**src/rtl/pipe_hazard_ctrl.sv**
```systemverilog
// Central hazard sequencer for the 5-stage vector pipeline. It drives the per-stage load enables and
// bubble flushes, and it handles load-use stalls, taken branches, vector memory waits and halt/restart.
module pipe_hazard_ctrl #(
  parameter int AW           = 4,
  parameter int DRAIN_CYCLES = 4,
  parameter int MEM_TIMEOUT  = 255,
  parameter int CW           = 16
) (
  input  logic          clk,
  input  logic          reset,
  input  logic          start,
  input  logic [AW-1:0] RA1D,
  input  logic [AW-1:0] RA2D,
  input  logic [AW-1:0] WA3E,
  input  logic          RegWriteE,
  input  logic          MemtoRegE,
  input  logic          PCSrcE,
  input  logic          MemAccessM,
  input  logic          HaltD,
  input  logic          mem_ack,
  output logic          cargar_f,
  output logic          cargar_d,
  output logic          cargar_e,
  output logic          cargar_m,
  output logic          cargar_w,
  output logic          flush_d,
  output logic          flush_e,
  output logic          mem_req,
  output logic          halted,
  output logic          mem_err,
  output logic [CW-1:0] stall_count
);

  localparam int WW = (MEM_TIMEOUT > 0) ? $clog2(MEM_TIMEOUT + 1) : 1;
  localparam int DW = (DRAIN_CYCLES > 1) ? $clog2(DRAIN_CYCLES) : 1;
  localparam logic [WW-1:0] WAIT_LAST  = WW'(MEM_TIMEOUT);
  localparam logic [DW-1:0] DRAIN_LAST = DW'(DRAIN_CYCLES - 1);

  typedef enum logic [2:0] {
    S_IDLE,
    S_RUN,
    S_MEM_WAIT,
    S_DRAIN,
    S_HALTED
  } state_t;

  state_t        state;
  logic [WW-1:0] wait_cnt;
  logic [DW-1:0] drain_cnt;
  logic          ret_drain;
  logic          load_use;
  logic          stall_inc;

  assign load_use = MemtoRegE & RegWriteE & ((WA3E == RA1D) | (WA3E == RA2D));

  // The entry cycle of a memory access freezes every stage, because the access must wait for mem_ack.
  always_comb begin
    cargar_f  = 1'b0;
    cargar_d  = 1'b0;
    cargar_e  = 1'b0;
    cargar_m  = 1'b0;
    cargar_w  = 1'b0;
    flush_d   = 1'b0;
    flush_e   = 1'b0;
    stall_inc = 1'b0;
    case (state)
      S_RUN: begin
        if (MemAccessM) begin
          stall_inc = 1'b1;
        end else if (PCSrcE) begin
          {cargar_f, cargar_d, cargar_e, cargar_m, cargar_w} = 5'b11111;
          flush_d = 1'b1;
          flush_e = 1'b1;
        end else if (load_use) begin
          {cargar_e, cargar_m, cargar_w} = 3'b111;
          flush_e   = 1'b1;
          stall_inc = 1'b1;
        end else if (HaltD) begin
          {cargar_d, cargar_e, cargar_m, cargar_w} = 4'b1111;
          flush_d = 1'b1;
        end else begin
          {cargar_f, cargar_d, cargar_e, cargar_m, cargar_w} = 5'b11111;
        end
      end
      S_MEM_WAIT: begin
        if (mem_ack) begin
          {cargar_f, cargar_d, cargar_e, cargar_m, cargar_w} = 5'b11111;
        end else begin
          stall_inc = 1'b1;
        end
      end
      S_DRAIN: begin
        if (MemAccessM) begin
          stall_inc = 1'b1;
        end else begin
          {cargar_d, cargar_e, cargar_m, cargar_w} = 4'b1111;
          flush_d = 1'b1;
        end
      end
      default: ;
    endcase
  end

  // ret_drain records whether a memory wait started during a drain, so that the sequencer returns there afterwards.
  always_ff @(posedge clk or negedge reset) begin
    if (!reset) begin
      state       <= S_IDLE;
      wait_cnt    <= '0;
      drain_cnt   <= '0;
      ret_drain   <= 1'b0;
      mem_req     <= 1'b0;
      halted      <= 1'b0;
      mem_err     <= 1'b0;
      stall_count <= '0;
    end else begin
      if (stall_inc && (stall_count != '1)) begin
        stall_count <= stall_count + 1'b1;
      end
      case (state)
        S_IDLE, S_HALTED: begin
          if (start) begin
            state       <= S_RUN;
            stall_count <= '0;
            mem_err     <= 1'b0;
            wait_cnt    <= '0;
            halted      <= 1'b0;
          end
        end
        S_RUN: begin
          if (MemAccessM) begin
            state     <= S_MEM_WAIT;
            ret_drain <= 1'b0;
            mem_req   <= 1'b1;
            wait_cnt  <= '0;
          end else if (!PCSrcE && !load_use && HaltD) begin
            state     <= S_DRAIN;
            drain_cnt <= DRAIN_LAST;
          end
        end
        S_MEM_WAIT: begin
          if (mem_ack) begin
            state   <= ret_drain ? S_DRAIN : S_RUN;
            mem_req <= 1'b0;
          end else if (wait_cnt == WAIT_LAST) begin
            state   <= S_HALTED;
            mem_req <= 1'b0;
            mem_err <= 1'b1;
            halted  <= 1'b1;
          end else begin
            wait_cnt <= wait_cnt + 1'b1;
          end
        end
        S_DRAIN: begin
          if (MemAccessM) begin
            state     <= S_MEM_WAIT;
            ret_drain <= 1'b1;
            mem_req   <= 1'b1;
            wait_cnt  <= '0;
          end else if (drain_cnt == '0) begin
            state  <= S_HALTED;
            halted <= 1'b1;
          end else begin
            drain_cnt <= drain_cnt - 1'b1;
          end
        end
        default: state <= S_IDLE;
      endcase
    end
  end

endmodule

```
**config.mk**
```make
export PLATFORM = sky130hd
export DESIGN_NAME = pipe_hazard_ctrl
export DESIGN_NICKNAME = d
export VERILOG_FILES = /design/src/rtl/pipe_hazard_ctrl.sv
export SDC_FILE = /design/constraint.sdc
export NUM_CORES = 1
export LEC_CHECK = 0
export ABC_CLOCK_PERIOD_IN_PS = 2500
export BUFFER_PORTS_ARGS = -buffer_cell sky130_fd_sc_hd__buf_4
export CAP_MARGIN = 10
export CORE_ASPECT_RATIO = 1.4
export CORE_MARGIN = 2
export CORE_UTILIZATION = 35
export CTS_CLUSTER_SIZE = 12
export DETAILED_ROUTE_END_ITERATION = 12
export RECOVER_POWER = 100
export SLEW_MARGIN = 25
export SYNTH_ARGS = -nofsm -noshare
export SYNTH_HDL_FRONTEND = slang
export SYNTH_SLANG_ARGS = --single-unit
```
**constraint.sdc**
```tcl
create_clock -name clk -period 2.5 [get_ports clk]
set_input_delay 0.25 -clock clk [delete_from_list [all_inputs] [get_ports clk]]
set_output_delay 0.25 -clock clk [all_outputs]
set_load 0.05 [all_outputs]
```
==> flow_summary.yaml, run 1 <==
status:
  outcome: "finished, final reports clean"
flow_run:
  drv_cap: 0
global_routing:
  grt_pass1_vias: 1991
  grt_first_pass_wirelength_um: 8830
  grt_usage: 0.159
  antenna_found_initial: 0
  grt-ovfl-total: 0
  grt_max_degree: 34
floorplan:
  coreArea_um2: 5900
  die_height_um: 97.1
  dieArea_um2: 6850
  rows: 33
  start_util: 0.367
  die_w_um: 70.5
  ios: 47
clock_network:
  cts_tree: "yes"
  postCtsSetupBuffers: 0
  clockBufferDepth: 2
  cts_sinks: 33
  hold_buffers: 1
  cts_made_buffers: 5
  cts_root_buf: "clkbuf_8"
  cts_max_level: 2
  clock_latency_ns: 0.30
  cts_resized: 0
  clkTransAtPathRegs_ns: 0.08
drt:
  drc: 0
  drt-total-wl_um: 5340
  wl_met3_um: 240
  wire_per_inst_um: 14.2
  wl_met2_um: 2770
  drtAntennaViolNets: 0
  drt-pass1-iter-count: 4
  via_count: 2014
  drt_iter0_drc: 94
  via_per_inst: 5.36
  top_layer_used: "met4"
  drt-met1-wl_um: 2230
setup_path:
  worstSetupEndpointType: "flop"
  critical_path_class: "flop to flop"
  r2r_slack_ns: 0.24
  cp_data_required_time_ns: 2.73
  arrival_ns: 2.49
  crit_fanout: 6
  rr_worst_depth: 6
  cp-start-kind: "flop"
  r2r_start: "stall_count[0]"
  worstReg2RegEnd: "stall_count[2]"
sta:
  worstMarginPinSlew_ns: 0.845
  hold_ws_ns: 0.260
  max_freq_mhz: 442
  finalWorstPathRequiredPeriod_ns: 2.26
  setup_viol: 0
  period_share: 0.906
  rsz0062_at_grt: "false"
  drv_slew: 0
  tns_ns: 0
  finalHoldViolations: 0
  worst_clock_skew_ns: 0.0120
  relSlewSlack: 0.437
synthesis:
  synth_cell_types: 47
  synthCells: 255
  ys_async_sr_fraction: 1.00
  ys.flop_type: "dfrtp_1"
  yosysSeqAreaShare: 0.381
  yosys-top-cells-area: "dfrtp_1 (38%), a21oi_1 (6.0%), mux2i_1 (5.1%)"
  syn-cell-area_um2: 2170
  synth_area_per_cell_um2: 8.50
  synth_top_cell_by_area: "dfrtp_1"
  synth_nets: 279
  synth-edff-count: 0
  ys_seq_elements: 33
  yosys_warnings: 0
  synth_top_area_share: 0.381
min_path:
  min_path_cells: 3
  hold_path_end: "state[2]"
  hold_path_startpoint: "start"
  hold_class: "input port to flop"
place:
  place_congestion: 0.790
  io_buffers: 46
  dp_hpwl_um: 4020
layout:
  insertedDiodeCount: 0
  drive_above_1_share: 0.170
  fillers: 623
  area_growth_pct: 19.3
  nNetsFinal: 329
pwr:
  power_density_nw_per_um2: 874
  ir_drop_mv: 0.526
  p_leak_nw: 1.11
[layer usage]
metal	up-vias	global-route usage
met5	-	0
met4	0	0.0562
met3	10	0.0332
met2	52	0.288
met1	942	0.182
li1	1010	-
[state kept, by name, summed over array words and instances (netlist names)]
register and count:
ret_drain 1, mem_err 1, halted 1, stall_count 16, mem_req 1, state 3
wait_cnt 8, drain_cnt 2
[cells in the final DEF (no fill, tap or decap), drive strengths merged, types with 11 or more instances in the layout]
master,instances
a21oi,27
clkbuf,34
nor2,18
nand3,19
o21ai,21
nand2,29
nand2b,13
buf,24
mux2i,11
dfrtp,33
[synth_stat cells (all sizes together), types with 2 or more instances]
library cell	n
clkbuf	5
buf	6
mux2i	11
o21ai	21
xor2	8
nor4	2
o31ai	3
o211ai	2
a21oi	27
mux2	3
and2	4
nor2b	2
o2111ai	2
nor3	3
dfrtp	33
ha	3
a2111o	2
inv	10
a31oi	3
nand2	29
nor2	18
and4	2
nand4	7
nand3	19
and3	3
a21o	4
nand2b	13
[power breakdown]
group          internal [mW]  switching [mW]
clock                  0.192           0.212
combinational          0.344           0.801
sequential             0.627          0.0844
[how the worst max path moves through the flow]
stage | from | to | slack [ns]
floorplan | state[2] | cargar_f | 0.09
global placement | stall_count[0] | stall_count[3] | 0.37
detailed placement | stall_count[0] | stall_count[3] | 0.32
CTS | stall_count[0] | stall_count[3] | 0.29
global route | stall_count[1] | stall_count[2] | 0.10
finish | stall_count[0] | stall_count[2] | 0.24
[cells by family after synthesis]
kind of cell / share of synthesized area
fa+ha+maj: 0.0173
mux: 0.0664
simple gates: 0.260
buf+inv: 0.0445
xor+xnor: 0.0323
compound gates: 0.198
flops: 0.381
[layout make-up]
class	count	area [um^2]	share of cell area
clock inverters	3	17.5	0.00678
well taps	70	87.6	0.0339
multi-input cells	201	1240	0.480
clock buffers	5	68.8	0.0266
repair buffers	54	308	0.119
flip-flops and latches	33	826	0.319
inverters	10	37.5	0.0145
[worst max-delay path, stage by stage, from the launching register on]
cell and delay, ns:
dfrtp_1 0.43, ha_1 0.21, and4_1 0.28, or4b_1 0.59
and2_4 0.23, o21ai_0 0.25, mux2i_1 0.21
[stage by stage]
step	area, um^2	util	setup WS (ns)	std cells	total power [mW]
global route	2580	0.438	0.105	376	2.44
global placement	2600	0.440	0.365	367	1.95
CTS	2700	0.456	0.288	376	2.38
floorplan	2170	-	0.0919	255	1.62
finish	2580	0.438	0.236	376	2.26
detailed placement	2600	0.440	0.319	367	1.96
No activity file was read; power rests on OpenSTA's default activity.
==> run 2: changes to the inputs <==
Settings changed: CELL_PAD_IN_SITES_DETAIL_PLACEMENT set to 1, CELL_PAD_IN_SITES_GLOBAL_PLACEMENT set to 2, CORE_UTILIZATION 35 to 32, PLACE_DENSITY_LB_ADDON set to 0.1.
==> run 2 against run 1 <==
Net effect: global-route usage increased by 1.5 points; largest cell class unchanged; first-iteration DRC count decreased by 61%; wire length increased by 14%; critical path depth unchanged; via count increased by 0.74%; register-to-register slack improved by 0.02 ns.
==> flow_summary.yaml, run 2 (synthesis gave the netlist of run 1 again) <==
status:
  outcome: "finished, final reports clean"
pwr:
  p_leak_nw: 1.14
  ir_drop_mv: 0.399
  power_density_nw_per_um2: 927
  p_total_mw: 2.45
min_path:
  hold_path_startpoint: "start"
  hold_path_end: "state[2]"
  min_path_cells: 3
  hold_class: "input port to flop"
place:
  io_buffers: 46
  post_dp_cell_area_um2: 2620
  place_congestion: 0.736
  dp_hpwl_um: 4520
setup_path:
  cpPeakStageDelay_ns: 0.59
  critical_path_class: "flop to flop"
  cp_data_required_time_ns: 2.72
  worstSetupEndpointType: "flop"
  worstReg2RegEnd: "stall_count[3]"
  cp-start-kind: "flop"
  cp-startpoint: "stall_count[0]"
  r2r_start: "stall_count[0]"
  crit_chain: "ha_1, and4_1, or4b_1, and2_4, o2111ai_1, mux2i_1"
  critPathSlowestCell: "or4b_1"
  arrival_ns: 2.47
  r2r_slack_ns: 0.25
  rr_worst_depth: 6
  path_buf_inv: 0
  cpLargestDelayFamily: "simple AND/OR/NAND/NOR gates"
  crit_fanout: 6
clock_network:
  cts_max_level: 2
  cts_resized: 0
  cts_tree: "yes"
  cts_root_buf: "clkbuf_8"
  hold_buffers: 1
  cts_made_buffers: 5
  clockBufferDepth: 2
  clock_latency_ns: 0.29
  clkTransAtPathRegs_ns: 0.08
  cts_sinks: 33
  postCtsSetupBuffers: 0
layout:
  insertedDiodeCount: 0
  nNetsFinal: 331
  largestRegisters: "stall_count: 16 flops, wait_cnt: 8 flops, state: 3 flops"
  largest_register_ffs: 16
  final_area_um2: 2650
  final_cell_mix: "dfrtp_1 (33), buf_4 (30), nand2_1 (29)"
  top_register: "stall_count"
  drive_above_1_share: 0.172
  fillers: 813
  mostFrequentLayoutCell: "dfrtp_1"
  fin_util: 0.403
  area_growth_pct: 22.1
drt:
  wire_per_inst_um: 15.9
  drc: 0
  drtAntennaViolNets: 0
  via_per_inst: 5.31
  drt-met1-wl_um: 2550
  wl_met2_um: 3270
  top_layer_used: "met4"
  drt-pass1-iter-count: 4
  wl_met3_um: 164
  via_count: 2029
  drt-total-wl_um: 6080
  drt_iter0_drc: 37
global_routing:
  antenna_found_initial: 0
  grt_usage: 0.174
  grt_pass1_vias: 2048
  grt_max_degree: 34
  grt-ovfl-total: 0
  grt_first_pass_wirelength_um: 10100
floorplan:
  start_util: 0.330
  ios: 47
  rows: 35
  die_w_um: 73.6
  coreArea_um2: 6570
  dieArea_um2: 7460
  die_height_um: 101
sta:
  period_share: 0.898
  setup_viol: 0
  worstMarginPinSlew_ns: 0.909
  tns_ns: 0
  worst_clock_skew_ns: 0.00954
  finalHoldViolations: 0
  relSlewSlack: 0.394
  rsz0062_at_grt: "false"
  drv_slew: 0
  finalWorstPathRequiredPeriod_ns: 2.25
  max_freq_mhz: 445
flow_run:
  drv_cap: 0
## run 2: cell count changes in the layout (fill, tap and decap cells not counted), sizes merged
| cell | delta |
|---|---|
| buf | +6 |
| clkbuf | -2 |
| clkinv | -2 |
| bufinv | +1 |
| clkinvlp | -1 |
## run 2: per-layer routing
layer | vias to the layer above | global-route usage
met4 | 0 | 0.0629
met2 | 30 | 0.319
li1 | 1017 | -
met1 | 976 | 0.201
met3 | 6 | 0.0269
met5 | - | 0
## run 2: where the power goes
group / internal (mW) / total, mW / switching, mW
clock: 0.325 / 0.537 / 0.212
sequential: 0.627 / 0.716 / 0.0892
combinational: 0.373 / 1.20 / 0.826
total: 1.32 / 2.45 / 1.13
## run 2: worst max path at each step
| stage | endpoint | slack [ns] | cells after the start |
|---|---|---|---|
| after floorplan | cargar_f | 0.09 | 5 |
| after global placement | stall_count[3] | 0.33 | 6 |
| after detailed placement | stall_count[3] | 0.30 | 6 |
| after CTS | stall_count[3] | 0.27 | 6 |
| after global routing | wait_cnt[4] | 0.08 | 6 |
| final | stall_count[3] | 0.25 | 6 |
## run 2: per-stage QoR
step                      worst slack [ns]  instances  hold slack (ns)
after floorplan                     0.0919        255          -0.0456
after global placement               0.329        373            0.241
after detailed placement             0.296        373            0.249
after CTS                            0.273        382            0.247
after global routing                0.0808        382            0.291
final                                0.254        382            0.263
## run 2: final cells by class
type,count,area (um^2),area share
Timing Repair Buffer,56,333,0.126
Sequential cell,33,826,0.312
Inverter,10,37.5,0.0142
Clock buffer,7,86.3,0.0326
Clock inverter,1,30.0,0.0114
Multi-Input combinational cell,201,1240,0.469
Tap cell,74,92.6,0.0350
## run 2: worst min-delay path: cells and delay by family
family	cells	cell delay (ns)
AND/OR/NAND/NOR	1	0.09
AO/OA/AOI/OAI	1	0.07
buffers and inverters	1	0.09
==> run 3: changes to the inputs <==
--- a/config.mk
+++ b/config.mk
@@ -11,5 +11,5 @@
 export CELL_PAD_IN_SITES_DETAIL_PLACEMENT = 1
 export CELL_PAD_IN_SITES_GLOBAL_PLACEMENT = 2
-export CORE_ASPECT_RATIO = 1.4
+export CORE_ASPECT_RATIO = 0.8
 export CORE_MARGIN = 2
 export CORE_UTILIZATION = 32
==> constraint.sdc (replaced) <==
create_clock -name clk -period 2.5 [get_ports clk]
set_input_delay 0.125 -clock clk [delete_from_list [all_inputs] [get_ports clk]]
set_output_delay 0.125 -clock clk [all_outputs]
set_load 0.05 [all_outputs]
==> run 3 against run 2 <==
Net effect: the run now ends with max-capacitance violations, max-slew violations left; maximum frequency is 2.6% lower; hold slack got worse by 0.12 ns; first-iteration DRC count is 120% higher; clock power fell by 21%; sequential cell count unchanged; sequential power is 2% higher; sequential share of layout area is 0.57 points higher; critical path depth stayed put; largest cell class unchanged; count of clock-buffer cells in the layout stayed put; via count rose by 1.8%; wire length rose by 2.2%; critical path type unchanged; cell count is 1.8% higher.
==> flow_summary.yaml, run 3 (synthesis gave the netlist of run 1 again) <==
status:
  outcome: "complete, but fails checks"
  failed_checks: "max-capacitance violations, max-slew violations"
sta:
  worst_clock_skew_ns: 0.00437
  finalHoldViolations: 0
  rsz0062_at_grt: "false"
  finalWorstPathRequiredPeriod_ns: 2.31
  period_share: 0.922
  max_freq_mhz: 434
  hold_ws_ns: 0.144
  relSlewSlack: -0.298
  fin_ws_ns: 0.195
  setup_viol: 0
  drv_slew: 34
  tns_ns: 0
  worstMarginPinSlew_ns: 1.95
setup_path:
  crit_fanout: 6
  critical_path_class: "flop to flop"
  arrival_ns: 2.51
  cp-start-kind: "flop"
  cp_data_required_time_ns: 2.71
  path_buf_inv: 0
  crit_chain: "ha_1, and4_4, or4b_1, and2_4, o2111ai_1, mux2i_1"
  cpLargestDelayFamily: "simple AND/OR/NAND/NOR gates"
  critPathSlowestCell: "or4b_1"
  cpPeakStageDelay_ns: 0.58
  worstSetupEndpointType: "flop"
clock_network:
  clockBufferDepth: 2
  cts_max_level: 2
  cts_root_buf: "clkbuf_8"
  postCtsSetupBuffers: 0
  cts_made_buffers: 5
  clkTransAtPathRegs_ns: 0.07
  hold_buffers: 1
  cts_tree: "yes"
  cts_sinks: 33
  clock_latency_ns: 0.28
  cts_resized: 0
layout:
  fillers: 811
  mostFrequentLayoutCell: "dfrtp_1"
  multi_input_area_um2: 1240
  insertedDiodeCount: 0
  drive_above_1_share: 0.157
  nNetsFinal: 329
  area_growth_pct: 19.9
  layout.cells.non_filler: 389
  top_register: "stall_count"
  largestRegisters: "stall_count: 16 flops, wait_cnt: 8 flops, state: 3 flops"
  final_cell_mix: "dfrtp_1 (33), nand2_1 (29), a21oi_1 (26)"
  seq_area_um2: 826
  largest_register_ffs: 16
pwr:
  p_sw_mw: 1.14
  power_density_nw_per_um2: 894
  sw_frac_of_total: 0.489
  p_total_mw: 2.32
  comb_power_share: 0.504
  p_leak_nw: 1.11
  pwr-share-seq: 0.314
  clock_power_share: 0.182
  ir_drop_mv: 0.304
  internal_power_mw: 1.19
drt:
  drt-total-wl_um: 6210
  wire_per_inst_um: 16.0
  drtAntennaViolNets: 0
  via_count: 2065
  drc: 0
  drt_iter0_drc: 81
  drt-pass1-iter-count: 4
  via_per_inst: 5.31
global_routing:
  grt_usage: 0.175
  grt_first_pass_wirelength_um: 10200
  met1_usage: 0.258
  globalRoute.busiestLayer: "met2"
  grt_use_met2: 0.263
  antenna_found_initial: 0
  grt_pass1_vias: 2062
  grt-ovfl-total: 0
  grt_max_degree: 34
  grt.met3_usage: 0.0320
flow_run:
  drv_cap: 1
place:
  dp_hpwl_um: 4590
  dp_worst_setup_slack_ns: 0.228
  io_buffers: 46
  place_congestion: 0.743
  placed_cells: 381
floorplan:
  die_w_um: 96.0
  start_util: 0.335
  ios: 47
  rows: 26
  dieArea_um2: 7450
  coreArea_um2: 6470
  die_height_um: 77.6
min_path:
  hold_class: "input port to flop"
## run 3: worst paths after layout
kind                                 from  slack (ns)  cells past startpoint              end
max                        stall_count[0]        0.19                      6   stall_count[3]
max reg2reg                stall_count[0]        0.19                      6   stall_count[3]
min reg2reg                       mem_err        0.50                      2          mem_err
min in group asynchronous           reset        0.93                      2  stall_count[10]
max in group asynchronous           reset        0.45                      2     drain_cnt[1]
min                                 start        0.14                      3         state[2]
## run 3: worst register-to-register path: stages, from the launching register on
cell and delay, ns:
dfrtp_1 0.44, ha_1 0.23, and4_4 0.27, or4b_1 0.58
and2_4 0.23, o2111ai_1 0.27, mux2i_1 0.21
## run 3: metal layers
metal / vias up / wire [um]
met1: 1013 / 3240
li1: 1015 / -
met5: - / 0
met4: 0 / 21
met2: 35 / 2710
met3: 2 / 244
## run 3: through the flow
| step | instance area [um^2] | utilization |
|---|---|---|
| global route | 2600 | 0.401 |
| global placement | 2610 | 0.403 |
| finish | 2600 | 0.401 |
| floorplan | 2170 | - |
| CTS | 2710 | 0.418 |
| detailed placement | 2610 | 0.403 |
## run 3: power groups by stage
stage	clock network [mW]	logic [mW]	registers, mW
6_report	0.423	1.17	0.728
5_1_grt	0.467	1.29	0.748
4_1_cts	0.439	1.27	0.731
3_5_place_dp	0	1.26	0.739
3_3_place_gp	0	1.24	0.739
2_1_floorplan	0	0.792	0.828
## run 3: final cells by class
class,instances,share of cell area
Tap cell,84,0.0405
Timing Repair Buffer,54,0.118
Clock buffer,7,0.0332
Sequential cell,33,0.318
Inverter,10,0.0145
Multi-Input combinational cell,201,0.476
